==> src/rtl/cu_seq_decoder.sv <==
// rtl/cu_seq_decoder.sv - sequenced instruction decoder driving register-file read, execute and write phases
module cu_seq_decoder #(
    parameter int DATA_W  = 16,
    parameter int ADDR_W  = 5,
    parameter int OPC_W   = 4,
    parameter int FLAG_W  = 4,
    parameter int INSTR_W = 32,
    parameter int TIMEOUT = 16,
    parameter int CNT_W   = 16
) (
    input  logic               clk,
    input  logic               reset,
    input  logic [INSTR_W-1:0] instr_i,
    input  logic               instr_vld,
    output logic               instr_rdy,
    output logic [DATA_W-1:0]  data_o,
    output logic [ADDR_W-1:0]  addr_o,
    output logic [OPC_W-1:0]   opcode_o,
    output logic [FLAG_W-1:0]  flags_o,
    output logic               imm_sel,
    output logic               rd_en,
    input  logic               rd_ack,
    output logic               exec_en,
    input  logic               exec_ack,
    output logic               wr_en,
    input  logic               wr_ack,
    output logic               done,
    output logic               err,
    output logic [CNT_W-1:0]   retired
);

    // Field positions, LSB upward: flags | opcode | li | wr | rd | addr | data
    localparam int LI_B   = FLAG_W + OPC_W;
    localparam int WR_B   = LI_B + 1;
    localparam int RD_B   = LI_B + 2;
    localparam int ADDR_B = LI_B + 3;
    localparam int TMO_W  = (TIMEOUT > 1) ? $clog2(TIMEOUT) : 1;

    if (INSTR_W != DATA_W + ADDR_W + 3 + OPC_W + FLAG_W) begin : g_bad_instr_w
        $error("cu_seq_decoder: INSTR_W does not match the sum of the field widths");
    end
    if (TIMEOUT < 1) begin : g_bad_timeout
        $error("cu_seq_decoder: TIMEOUT must be at least 1");
    end

    typedef enum logic [2:0] {
        S_IDLE,
        S_DECODE,
        S_READ,
        S_EXEC,
        S_WRITE
    } state_t;

    state_t              state_q, state_d;
    logic [INSTR_W-1:0]  ir_q;
    logic [DATA_W-1:0]   data_q;
    logic [ADDR_W-1:0]   addr_q;
    logic [OPC_W-1:0]    opcode_q;
    logic [FLAG_W-1:0]   flags_q;
    logic                imm_q;
    logic [TMO_W-1:0]    tmo_q, tmo_d;
    logic                done_q, err_q;
    logic [CNT_W-1:0]    retired_q;
    logic                tmo_hit;
    logic                retire;
    logic                abort;
    logic                busy;

    assign tmo_hit = (tmo_q == TMO_W'(TIMEOUT - 1));
    assign busy    = (state_q == S_READ) || (state_q == S_EXEC) || (state_q == S_WRITE);

    // State register and wait counter; the counter restarts on every state change
    always_ff @(posedge clk) begin
        if (reset) begin
            state_q <= S_IDLE;
            tmo_q   <= '0;
        end else begin
            state_q <= state_d;
            tmo_q   <= tmo_d;
        end
    end

    // Next-state: sequence phases, retire on final ack, abort when the wait expires
    always_comb begin
        state_d = state_q;
        retire  = 1'b0;
        abort   = 1'b0;
        case (state_q)
            S_IDLE: begin
                if (instr_vld) state_d = S_DECODE;
            end
            S_DECODE: begin
                if (ir_q[LI_B])      state_d = S_EXEC;
                else if (ir_q[RD_B]) state_d = S_READ;
                else                 state_d = S_EXEC;
            end
            S_READ: begin
                if (rd_ack) begin
                    state_d = S_EXEC;
                end else if (tmo_hit) begin
                    state_d = S_IDLE;
                    abort   = 1'b1;
                end
            end
            S_EXEC: begin
                if (exec_ack) begin
                    if (ir_q[WR_B]) begin
                        state_d = S_WRITE;
                    end else begin
                        state_d = S_IDLE;
                        retire  = 1'b1;
                    end
                end else if (tmo_hit) begin
                    state_d = S_IDLE;
                    abort   = 1'b1;
                end
            end
            S_WRITE: begin
                if (wr_ack) begin
                    state_d = S_IDLE;
                    retire  = 1'b1;
                end else if (tmo_hit) begin
                    state_d = S_IDLE;
                    abort   = 1'b1;
                end
            end
            default: state_d = S_IDLE;
        endcase
        // A busy state that does not change has seen no ack this cycle
        if (state_d != state_q) tmo_d = '0;
        else if (busy)          tmo_d = tmo_q + TMO_W'(1);
        else                    tmo_d = '0;
    end

    // Moore outputs: ready and request strobes depend on state only
    always_comb begin
        instr_rdy = (state_q == S_IDLE);
        rd_en     = (state_q == S_READ);
        exec_en   = (state_q == S_EXEC);
        wr_en     = (state_q == S_WRITE);
    end

    // Instruction register on accept; decoded fields register during DECODE
    always_ff @(posedge clk) begin
        if (reset) begin
            ir_q     <= '0;
            data_q   <= '0;
            addr_q   <= '0;
            opcode_q <= '0;
            flags_q  <= '0;
            imm_q    <= 1'b0;
        end else begin
            if (state_q == S_IDLE && instr_vld) ir_q <= instr_i;
            if (state_q == S_DECODE) begin
                data_q   <= ir_q[INSTR_W-1 -: DATA_W];
                addr_q   <= ir_q[ADDR_B +: ADDR_W];
                opcode_q <= ir_q[FLAG_W +: OPC_W];
                flags_q  <= ir_q[0 +: FLAG_W];
                imm_q    <= ir_q[LI_B];
            end
        end
    end

    // Completion pulses land in the IDLE cycle that follows; retired wraps naturally
    always_ff @(posedge clk) begin
        if (reset) begin
            done_q    <= 1'b0;
            err_q     <= 1'b0;
            retired_q <= '0;
        end else begin
            done_q <= retire;
            err_q  <= abort;
            if (retire) retired_q <= retired_q + CNT_W'(1);
        end
    end

    assign data_o   = data_q;
    assign addr_o   = addr_q;
    assign opcode_o = opcode_q;
    assign flags_o  = flags_q;
    assign imm_sel  = imm_q;
    assign done     = done_q;
    assign err      = err_q;
    assign retired  = retired_q;

endmodule

==> config.mk <==
export PLATFORM = sky130hd
export DESIGN_NAME = cu_seq_decoder
export DESIGN_NICKNAME = d
export VERILOG_FILES = /design/src/rtl/cu_seq_decoder.sv
export SDC_FILE = /design/constraint.sdc
export NUM_CORES = 1
export LEC_CHECK = 0
export CAP_MARGIN = 20
export CORE_AREA = 3 3 97 99
export CTS_CLUSTER_DIAMETER = 100
export CTS_CLUSTER_SIZE = 40
export DETAILED_ROUTE_END_ITERATION = 8
export DIE_AREA = 0 0 100 102
export GPL_TIMING_DRIVEN = 0
export PLACE_DENSITY = 0.67
export SETUP_SLACK_MARGIN = 0.2
export SLEW_MARGIN = 15
export SYNTH_ARGS = -nofsm -noshare
export SYNTH_HDL_FRONTEND = slang
export SYNTH_SLANG_ARGS = --single-unit
export TNS_END_PERCENT = 10
==> constraint.sdc <==
create_clock -name clk -period 4.7 [get_ports clk]
set_input_delay 0.705 -clock clk [delete_from_list [all_inputs] [get_ports clk]]
set_output_delay 0.705 -clock clk [all_outputs]
set_load 0.05 [all_outputs]
==> impl_metrics.csv, run 1 <==
group,metric,value,unit
layout,nets,564,
synthesis,async_flop_share,0,
timing,slew_headroom,0.636,
floorplan,core-area,8640,sq um
synthesis,yosys-top-cells-count,"134 x nand2_1, 87 x dfxtp_1, 78 x a21oi_1",
layout,area_growth,36.2,%
clocking,clock-root-buffer,"clkbuf_8",
floorplan,fp.dieH,102,microns
global_routing,grt_overflow,0,
synthesis,ys_warn_count,0,
setup_path,path_max_fanout,10,
layout,layout-drive-gt1-share,0.0605,
clocking,tritoncts,"yes",
synthesis,syn_inst,424,
timing,fin_crit_sh,0.578,
synthesis,yosys.area_share.simple,0.248,
setup_path,crit_chain,"buf_6 -> nor3_1 -> clkdlybuf4s50_1",
routing,first_iter_violations,89,
clocking,clockBufferDepth,2,
routing,vias_per_cell,4.93,
synthesis,synth_cell_types,38,
setup_path,r2r_end,"tmo_q[0]$_SDFF_PP0_",
routing,drc,0,
global_routing,grt_max_degree,16,
pwr,p_per_area,365,nW/um^2
synthesis,synth_compound_area_frac,0.167,
placed_design,dp_hpwl,6210,microns
setup_path,crit_family,"buffers and inverters",
floorplan,die_w,100,microns
routing,vias,3140,
placed_design,routabilityCongestion,0.749,
synthesis,synth_xor_area_frac,0.0127,
global_routing,grt_pass1_vias,2874,
clocking,h-tree-depth,3,
status,run_status,"finished, final reports clean",
layout,antenna-diode-count,0,
layout,utilization,0.543,
hold_path,min_from,"ir_q[27]$_SDFFE_PP0P_",
synthesis,muxShareOfSynthArea,0.0120,
hold_path,whs_path_depth,2,
placed_design,io_buffer_count,89,
synthesis,yosysTopAreaCellShare,0.506,
synthesis,syn-num-nets,464,
run,maxCapViolCount,0,
synthesis,syn_avg_cell_area,8.12,sq um
timing,fin_skew,6.34,ps
synthesis,synth_area,3440,sq um
setup_path,crit_arrival,2010,ps
synthesis,ys_ff_latch,87,
setup_path,critPathRequiredTime,3990,ps
global_routing,antenna_found_initial,0,
synthesis,synth_fa_ha_area_frac,0.00727,
synthesis,synth_ff_type,"dfxtp_1",
setup_path,crit_type,"flip-flop to primary output",
pwr,leakagePower,1.66,nW
global_routing,track_usage,0.168,
timing,worst_pin_slew,545,ps
routing,antenna_left,0,
routing,drt_first_pass_iters,4,
clocking,cts_hold_buf,0,
floorplan,core.rowCount,34,
timing,max_freq,0.368,GHz
timing,fin_tns_setup,0,ps
global_routing,grt_pass1_wl,13700,microns
synthesis,yosysMostFrequentCell,"nand2_1",
timing,setup_viol,0,
pwr,ir_worst_vdd,0.146,mV
setup_path,reg2regPathDepth,5,
clocking,cts.reportedPaths.clkPinSlew,90,ps
synthesis,synth_top_cell_by_area,"dfxtp_1",
synthesis,yosysSeqAreaShare,0.506,
clocking,cts_resized,0,
clocking,clock_latency,350,ps
routing,wl,8290,microns
hold_path,hold_end,"data_o[11]$_SDFFE_PP0P_",
synthesis,synth_edf_count,0,
setup_path,reg2reg_slack,2950,ps
clocking,clock_sinks,87,
setup_path,cp_slowest_cell,"clkdlybuf4s50_1",
timing,finalMaxSlewViolations,0,
synthesis,synth_top_family_by_area,"simple AND/OR/NAND/NOR gates",
timing,rsz0062_at_grt,"no",
setup_path,worst_setup_path_end_kind,"primary output",
floorplan,io_pins,90,
hold_path,holdCritPathClass,"flip-flop to flip-flop",
setup_path,crit_buf_inv,2,
timing,hold_viol,0,
floorplan,dieArea,10200,sq um
floorplan,initial_core_util,0.399,
pwr,power,1.71,mW
layout,fillers,827,
setup_path,slowest_delay,880,ps
setup_path,startpoint_type,"flip-flop",
routing,post_drt_wl_per_cell,13.0,microns
clocking,cts_made_buffers,9,
setup_path,r2r_start,"tmo_q[0]$_SDFF_PP0_",
synthesis,ys_top_cells_by_area,"dfxtp_1 51%, nand2_1 15%, a21oi_1 11%",
clocking,postCtsSetupRepairBufs,0,
timing,fin_crit,2720,ps
-- report_power, final --
part | switching, mW | internal [mW] | leakage (nW)
clock network | 0.269 | 0.303 | 0.104
logic | 0.211 | 0.121 | 0.845
registers | 0.0252 | 0.781 | 0.706
total | 0.506 | 1.20 | 1.66
-- area by class of cell --
cell class                      instances  area, sq um  share of cell area
Clock inverter                          6         92.6              0.0197
Buffer                                 29          145              0.0309
Inverter                                5         18.8             0.00400
Multi-Input combinational cell        303         1540               0.328
Sequential cell                        87         1740               0.371
Tap cell                              108          135              0.0288
Clock buffer                           10          128              0.0272
Timing Repair Buffer                   89          891               0.190
-- metrics by stage --
stage | instances | hold slack [ps] | cell area, sq um | worst slack, ps
finish | 637 | 458 | 4690 | 1980
global route | 637 | 471 | 4690 | 1840
CTS | 637 | 453 | 4690 | 1960
detailed placement | 621 | 446 | 4470 | 2320
global placement | 621 | 439 | 4470 | 2350
floorplan | 424 | 432 | 3440 | 2310
-- how the worst max path moves through the flow --
stage	from	endpoint	slack, ps	cells past startpoint
6_report	state_q[1]$_SDFF_PP0_	instr_rdy	1980	3
5_1_grt	state_q[1]$_SDFF_PP0_	instr_rdy	1840	3
3_5_place_dp	wr_ack	retired[14]$_SDFFE_PP0P_	2320	6
4_1_cts	state_q[1]$_SDFF_PP0_	instr_rdy	1960	3
2_1_floorplan	state_q[1]$_SDFF_PP0_	ir_q[10]$_SDFFE_PP0P_	2310	6
3_3_place_gp	state_q[1]$_SDFF_PP0_	instr_rdy	2350	3
-- registers in the layout (all words and copies together), names as in the netlist, 3 cells and up --
| signal | count |
|---|---|
| ir_q | 32 |
| state_q | 3 |
| opcode_o | 4 |
| flags_o | 4 |
| data_o | 16 |
| retired | 16 |
| tmo_q | 4 |
| addr_o | 5 |
-- routing by layer --
metal  vias up  track usage  part of all wire
met2        91        0.269              0.46
met1      1404        0.217              0.45
li1       1631            -                 -
met3        14       0.0471             0.069
met5         -            0                 0
met4         0       0.0684             0.016
-- cells by family after synthesis --
kind of cell,count (synthesis)
simple gates,190
fa+ha+maj,2
mux,4
flops,87
buf+inv,34
xor+xnor,5
compound gates,102
-- cells in the final DEF, fill, tap and decap left out, drive strengths merged, types with 4 or more instances in the layout --
cell | Yosys | routed
o21ai | 9 | 9
or3 | 9 | 9
a21oi | 78 | 78
nor3 | 5 | 5
and2 | 4 | 4
or4 | 5 | 5
buf | 10 | 10
nand2 | 134 | 134
inv | 5 | 7
nand3 | 5 | 5
o22ai | 4 | 4
dfxtp | 87 | 87
clkdlybuf4s50 | 0 | 89
o31ai | 4 | 4
nor2 | 11 | 11
clkbuf | 19 | 29
-- worst min-delay path, delay by kind of cell, from the launching register on --
family,cells,cell delay [ps]
and+or+nand+nor,1,50
DFF,1,320
AOI/OAI and AO/OA,1,50
Note: power is estimated with default switching activity, not from simulation.
==> run 2: changes to the inputs <==
clock period = 2.7 ns   (was 4.7 ns; I/O delays follow)
==> run 2 against run 1 <==
Combinational power up 74%. Wire length unchanged. Sequential share of layout area about the same. Core utilization about the same. Total power up 74%. Cell count unchanged. Final area about the same. Largest power group unchanged.
==> impl_metrics.csv, run 2 (synthesized netlist as in run 1, its figures left out) <==
group,metric,value,unit
setup_path,slowest_delay,810,ps
clocking,cts_made_buffers,9,
routing,drc,0,
clocking,h-tree-depth,3,
timing,fin_crit,2400,ps
clocking,cts_hold_buf,0,
hold_path,holdCritPathClass,"flip-flop to flip-flop",
clocking,clock-root-buffer,"clkbuf_8",
layout,final_cell_mix,"134 x nand2_1, 88 x clkdlybuf4s50_1, 87 x dfxtp_1, 78 x a21oi_1, 20 x clkbuf_1",
global_routing,track_usage,0.168,
setup_path,crit_type,"flip-flop to primary output",
pwr,leakagePower,1.66,nW
placed_design,placed_cells,621,
timing,finalMaxSlewViolations,0,
placed_design,place_area,4470,sq um
floorplan,dieArea,10200,sq um
timing,rsz0062_at_grt,"no",
placed_design,routabilityCongestion,0.749,
setup_path,worst_setup_path_end_kind,"primary output",
routing,post_drt_wl_per_cell,13.0,microns
global_routing,grt_pass1_wl,13700,microns
layout,final_common_cell,"nand2_1",
clocking,clock_latency,350,ps
floorplan,fp.dieH,102,microns
global_routing,antenna_found_initial,0,
routing,vias_per_cell,4.93,
status,run_status,"finished, final reports clean",
timing,max_freq,0.416,GHz
clocking,clock_sinks,87,
timing,worst_pin_slew,545,ps
routing,first_iter_violations,89,
pwr,ir_worst_vdd,0.255,mV
placed_design,place_ws,621,ps
floorplan,die_w,100,microns
timing,hold_viol,0,
setup_path,path_max_fanout,9,
pwr,power,2.98,mW
layout,largest_reg_flops,32,
clocking,cts_resized,0,
timing,fin_tns_setup,0,ps
floorplan,initial_core_util,0.399,
global_routing,grt_overflow,0,
setup_path,crit_chain,"buf_2 -> nand2b_1 -> nor2_1 -> clkdlybuf4s50_1",
setup_path,startpoint_type,"flip-flop",
setup_path,crit_family,"buffers and inverters",
placed_design,dp_hpwl,6210,microns
layout,nets,564,
floorplan,io_pins,90,
layout,area_growth,36.3,%
routing,vias,3140,
layout,fin_area,4690,sq um
setup_path,cp_slowest_cell,"clkdlybuf4s50_1",
clocking,postCtsSetupRepairBufs,0,
routing,wl,8290,microns
routing,antenna_left,0,
floorplan,core-area,8640,sq um
timing,setup_ws,298,ps
layout,regMostFlops,"ir_q",
clocking,tritoncts,"yes",
setup_path,crit_buf_inv,2,
global_routing,grt_pass1_vias,2874,
timing,setup_viol,0,
placed_design,io_buffer_count,89,
timing,fin_crit_sh,0.890,
pwr,p_per_area,634,nW/um^2
setup_path,critPathRequiredTime,2300,ps
setup_path,crit_arrival,2000,ps
routing,drt_first_pass_iters,4,
timing,fin_skew,6.34,ps
floorplan,core.rowCount,34,
layout,layout-drive-gt1-share,0.0605,
clocking,cts.reportedPaths.clkPinSlew,90,ps
clocking,clockBufferDepth,2,
layout,antenna-diode-count,0,
global_routing,grt_max_degree,16,
timing,fin_hold_ws,458,ps
layout,instances_no_fill,637,
layout,utilization,0.543,
timing,slew_headroom,0.636,
run,maxCapViolCount,0,
==> run 2: changes by cell type in the layout (fill, tap and decap cells not counted), sizes merged <==
cell	previous run	this run
clkdlybuf4s50	89	88
dlymetal6s2s	0	1
==> run 2: power by group <==
part | leakage (nW) | switching [mW] | total, mW | internal [mW]
sequential | 0.706 | 0.0439 | 1.40 | 1.36
clock | 0.104 | 0.468 | 0.996 | 0.528
combinational | 0.852 | 0.368 | 0.578 | 0.210
total | 1.66 | 0.880 | 2.98 | 2.10
==> run 2: path summary, 6_finish.rpt <==
check	depth (start not counted)	startpoint	slack, ps	to
max	4	state_q[2]$_SDFF_PP0_	300	rd_en
max reg2reg	5	tmo_q[0]$_SDFF_PP0_	950	tmo_q[0]$_SDFF_PP0_
min reg2reg	2	ir_q[27]$_SDFFE_PP0P_	460	data_o[11]$_SDFFE_PP0P_
min	2	ir_q[27]$_SDFFE_PP0P_	460	data_o[11]$_SDFFE_PP0P_
==> run 2: metal layers <==
| metal | part of all wire | global-route usage | up-vias |
|---|---|---|---|
| met5 | 0 | 0 | - |
| met4 | 0.016 | 0.0684 | 0 |
| met3 | 0.069 | 0.0471 | 14 |
| met2 | 0.46 | 0.269 | 91 |
| met1 | 0.45 | 0.217 | 1404 |
| li1 | - | - | 1631 |
==> run 2: cell type report <==
class,count,area (sq um)
plain buffers,29,145
clock buffers,10,128
clock inverters,6,92.6
fillers,827,3940
inverters,5,18.8
multi-input cells,303,1540
flip-flops and latches,87,1740
well taps,108,135
repair buffers,89,893
==> run 2: worst register-to-register path, cell delays in order, from the launching register on <==
cell	delay (ps)
dfxtp_1	340
ha_1	240
and3_1	230
or4_1	410
o311a_1	190
nor4b_2	260
==> run 3: changes to the inputs <==
CORE_AREA = 3 3 89 91   (was 3 3 97 99)
DIE_AREA = 0 0 92 94   (was 0 0 100 102)
PLACE_DENSITY = 0.78   (was 0.67)
SETUP_SLACK_MARGIN = not set   (was 0.2)
==> run 3 against run 2 <==
Count of clock-buffer cells in the layout is the same. Die area shrank 15%. Flip-flop and latch count is the same. Critical path depth is the same. Largest power group unchanged.
==> impl_metrics.csv, run 3 (synthesized netlist as in run 1, its figures left out) <==
group,metric,value,unit
status,run_status,"finished, final reports clean",
setup_path,r2r_end,"tmo_q[0]$_SDFF_PP0_",
floorplan,core-area,7210,sq um
pwr,leakagePower,1.65,nW
timing,fin_crit,2410,ps
clocking,cts_made_buffers,9,
routing,first_iter_violations,143,
placed_design,placed_cells,612,
hold_path,holdCritPathClass,"flip-flop to flip-flop",
routing,vias_per_cell,5.11,
placed_design,io_buffer_count,89,
timing,fin_hold_ws,456,ps
placed_design,dp_hpwl,6540,microns
setup_path,worst_setup_path_end_kind,"primary output",
layout,final_common_cell,"nand2_1",
routing,drc,0,
layout,fin_area,4650,sq um
clocking,postCtsSetupRepairBufs,0,
clocking,clock_latency,360,ps
timing,setup_viol,0,
pwr,pwr-share-clk,0.313,
timing,fin_skew,14.2,ps
clocking,clock-root-buffer,"clkbuf_8",
pwr,power_frac_comb,0.201,
layout,final_cell_mix,"134 x nand2_1, 89 x clkdlybuf4s50_1, 87 x dfxtp_1, 78 x a21oi_1, 20 x clkbuf_1",
clocking,cts_resized,0,
hold_path,hold_end,"addr_o[4]$_SDFFE_PP0P_",
routing,drt_first_pass_iters,4,
routing,vias,3206,
global_routing,track_usage,0.206,
setup_path,reg2reg_slack,940,ps
clocking,tritoncts,"yes",
run,maxCapViolCount,0,
layout,utilization,0.645,
floorplan,dieArea,8650,sq um
floorplan,die_w,92,microns
layout,instances_no_fill,628,
pwr,p_per_area,620,nW/um^2
timing,rsz0062_at_grt,"no",
timing,fin_tns_setup,0,ps
clocking,cts.reportedPaths.clkPinSlew,80,ps
timing,worst_pin_slew,557,ps
pwr,ir_worst_vdd,0.391,mV
floorplan,fp.dieH,94,microns
setup_path,path_max_fanout,9,
pwr,p_sw,884,uW
global_routing,antenna_found_initial,0,
routing,post_drt_wl_per_cell,13.8,microns
setup_path,r2r_start,"tmo_q[0]$_SDFF_PP0_",
placed_design,routabilityCongestion,0.814,
timing,finalMaxSlewViolations,0,
global_routing,grt_overflow,0,
routing,antenna_left,0,
layout,area_growth,35.2,%
global_routing,grt_pass1_vias,3082,
layout,regMostFlops,"ir_q",
global_routing,grt_max_degree,16,
hold_path,whs_path_depth,2,
placed_design,place_area,4460,sq um
pwr,p_seq_frac,0.487,
timing,hold_viol,0,
timing,fin_crit_sh,0.891,
setup_path,reg2regPathDepth,5,
layout,antenna-diode-count,0,
pwr,intPower,2.00,mW
setup_path,startpoint_type,"flip-flop",
timing,slew_headroom,0.627,
floorplan,core.rowCount,31,
clocking,h-tree-depth,3,
layout,layout-drive-gt1-share,0.0605,
global_routing,grt_pass1_wl,14300,microns
timing,max_freq,0.416,GHz
clocking,clock_sinks,87,
layout,nets,564,
clocking,cts_hold_buf,0,
clocking,clockBufferDepth,2,
pwr,p_sw_frac,0.306,
setup_path,crit_arrival,2000,ps
layout,fillers,648,
floorplan,io_pins,90,
setup_path,critPathRequiredTime,2300,ps
floorplan,initial_core_util,0.477,
layout,largest_reg_flops,32,
routing,wl,8680,microns
setup_path,crit_type,"flip-flop to primary output",
hold_path,min_from,"ir_q[15]$_SDFFE_PP0P_",
[run 3: worst max-delay path, cell delays in order, from the launching register on]
cell and delay [ps]:
dfxtp_1 300, buf_2 160, and3b_1 230, buf_4 160
clkdlybuf4s50_1 810
[run 3: area by class of cell]
| type | count | area, sq um | share of cell area |
|---|---|---|---|
| Clock buffer | 10 | 128 | 0.0274 |
| Tap cell | 99 | 124 | 0.0266 |
| Buffer | 29 | 145 | 0.0312 |
| Sequential cell | 87 | 1740 | 0.374 |
| Multi-Input combinational cell | 303 | 1540 | 0.330 |
| Inverter | 5 | 18.8 | 0.00403 |
| Clock inverter | 6 | 68.8 | 0.0148 |
| Timing Repair Buffer | 89 | 891 | 0.191 |
[run 3: per-layer routing]
metal  vias up  wire length [microns]  track usage
met2        82                   4360        0.352
met5         -                      0            0
met3        18                    510       0.0377
met1      1479                   3580        0.247
li1       1627                      -            -
met4         0                    230        0.108
[run 3: through the flow]
step                power (mW)  setup slack, ps
finish                    2.89              294
global route              3.02              192
CTS                       2.90              269
detailed placement        2.01              622
global placement          2.00              668
floorplan                 1.81              311
[run 3: worst max path at each step]
stage / endpoint / slack [ps] / depth (start not counted) / from
floorplan: ir_q[10]$_SDFFE_PP0P_ / 310 / 6 / state_q[1]$_SDFF_PP0_
global placement: retired[14]$_SDFFE_PP0P_ / 670 / 6 / wr_ack
detailed placement: retired[7]$_SDFFE_PP0P_ / 620 / 6 / exec_ack
CTS: exec_en / 270 / 4 / state_q[2]$_SDFF_PP0_
global route: instr_rdy / 190 / 3 / state_q[1]$_SDFF_PP0_
finish: exec_en / 290 / 4 / state_q[2]$_SDFF_PP0_
[run 3: power groups by stage]
stage          registers [mW]  clock network (mW)  logic (mW)
2_1_floorplan            1.49                   0       0.315
3_3_place_gp             1.43                   0       0.569
3_5_place_dp             1.43                   0       0.578
4_1_cts                  1.40               0.919       0.581
5_1_grt                  1.41               0.973       0.635
6_report                 1.40               0.903       0.579
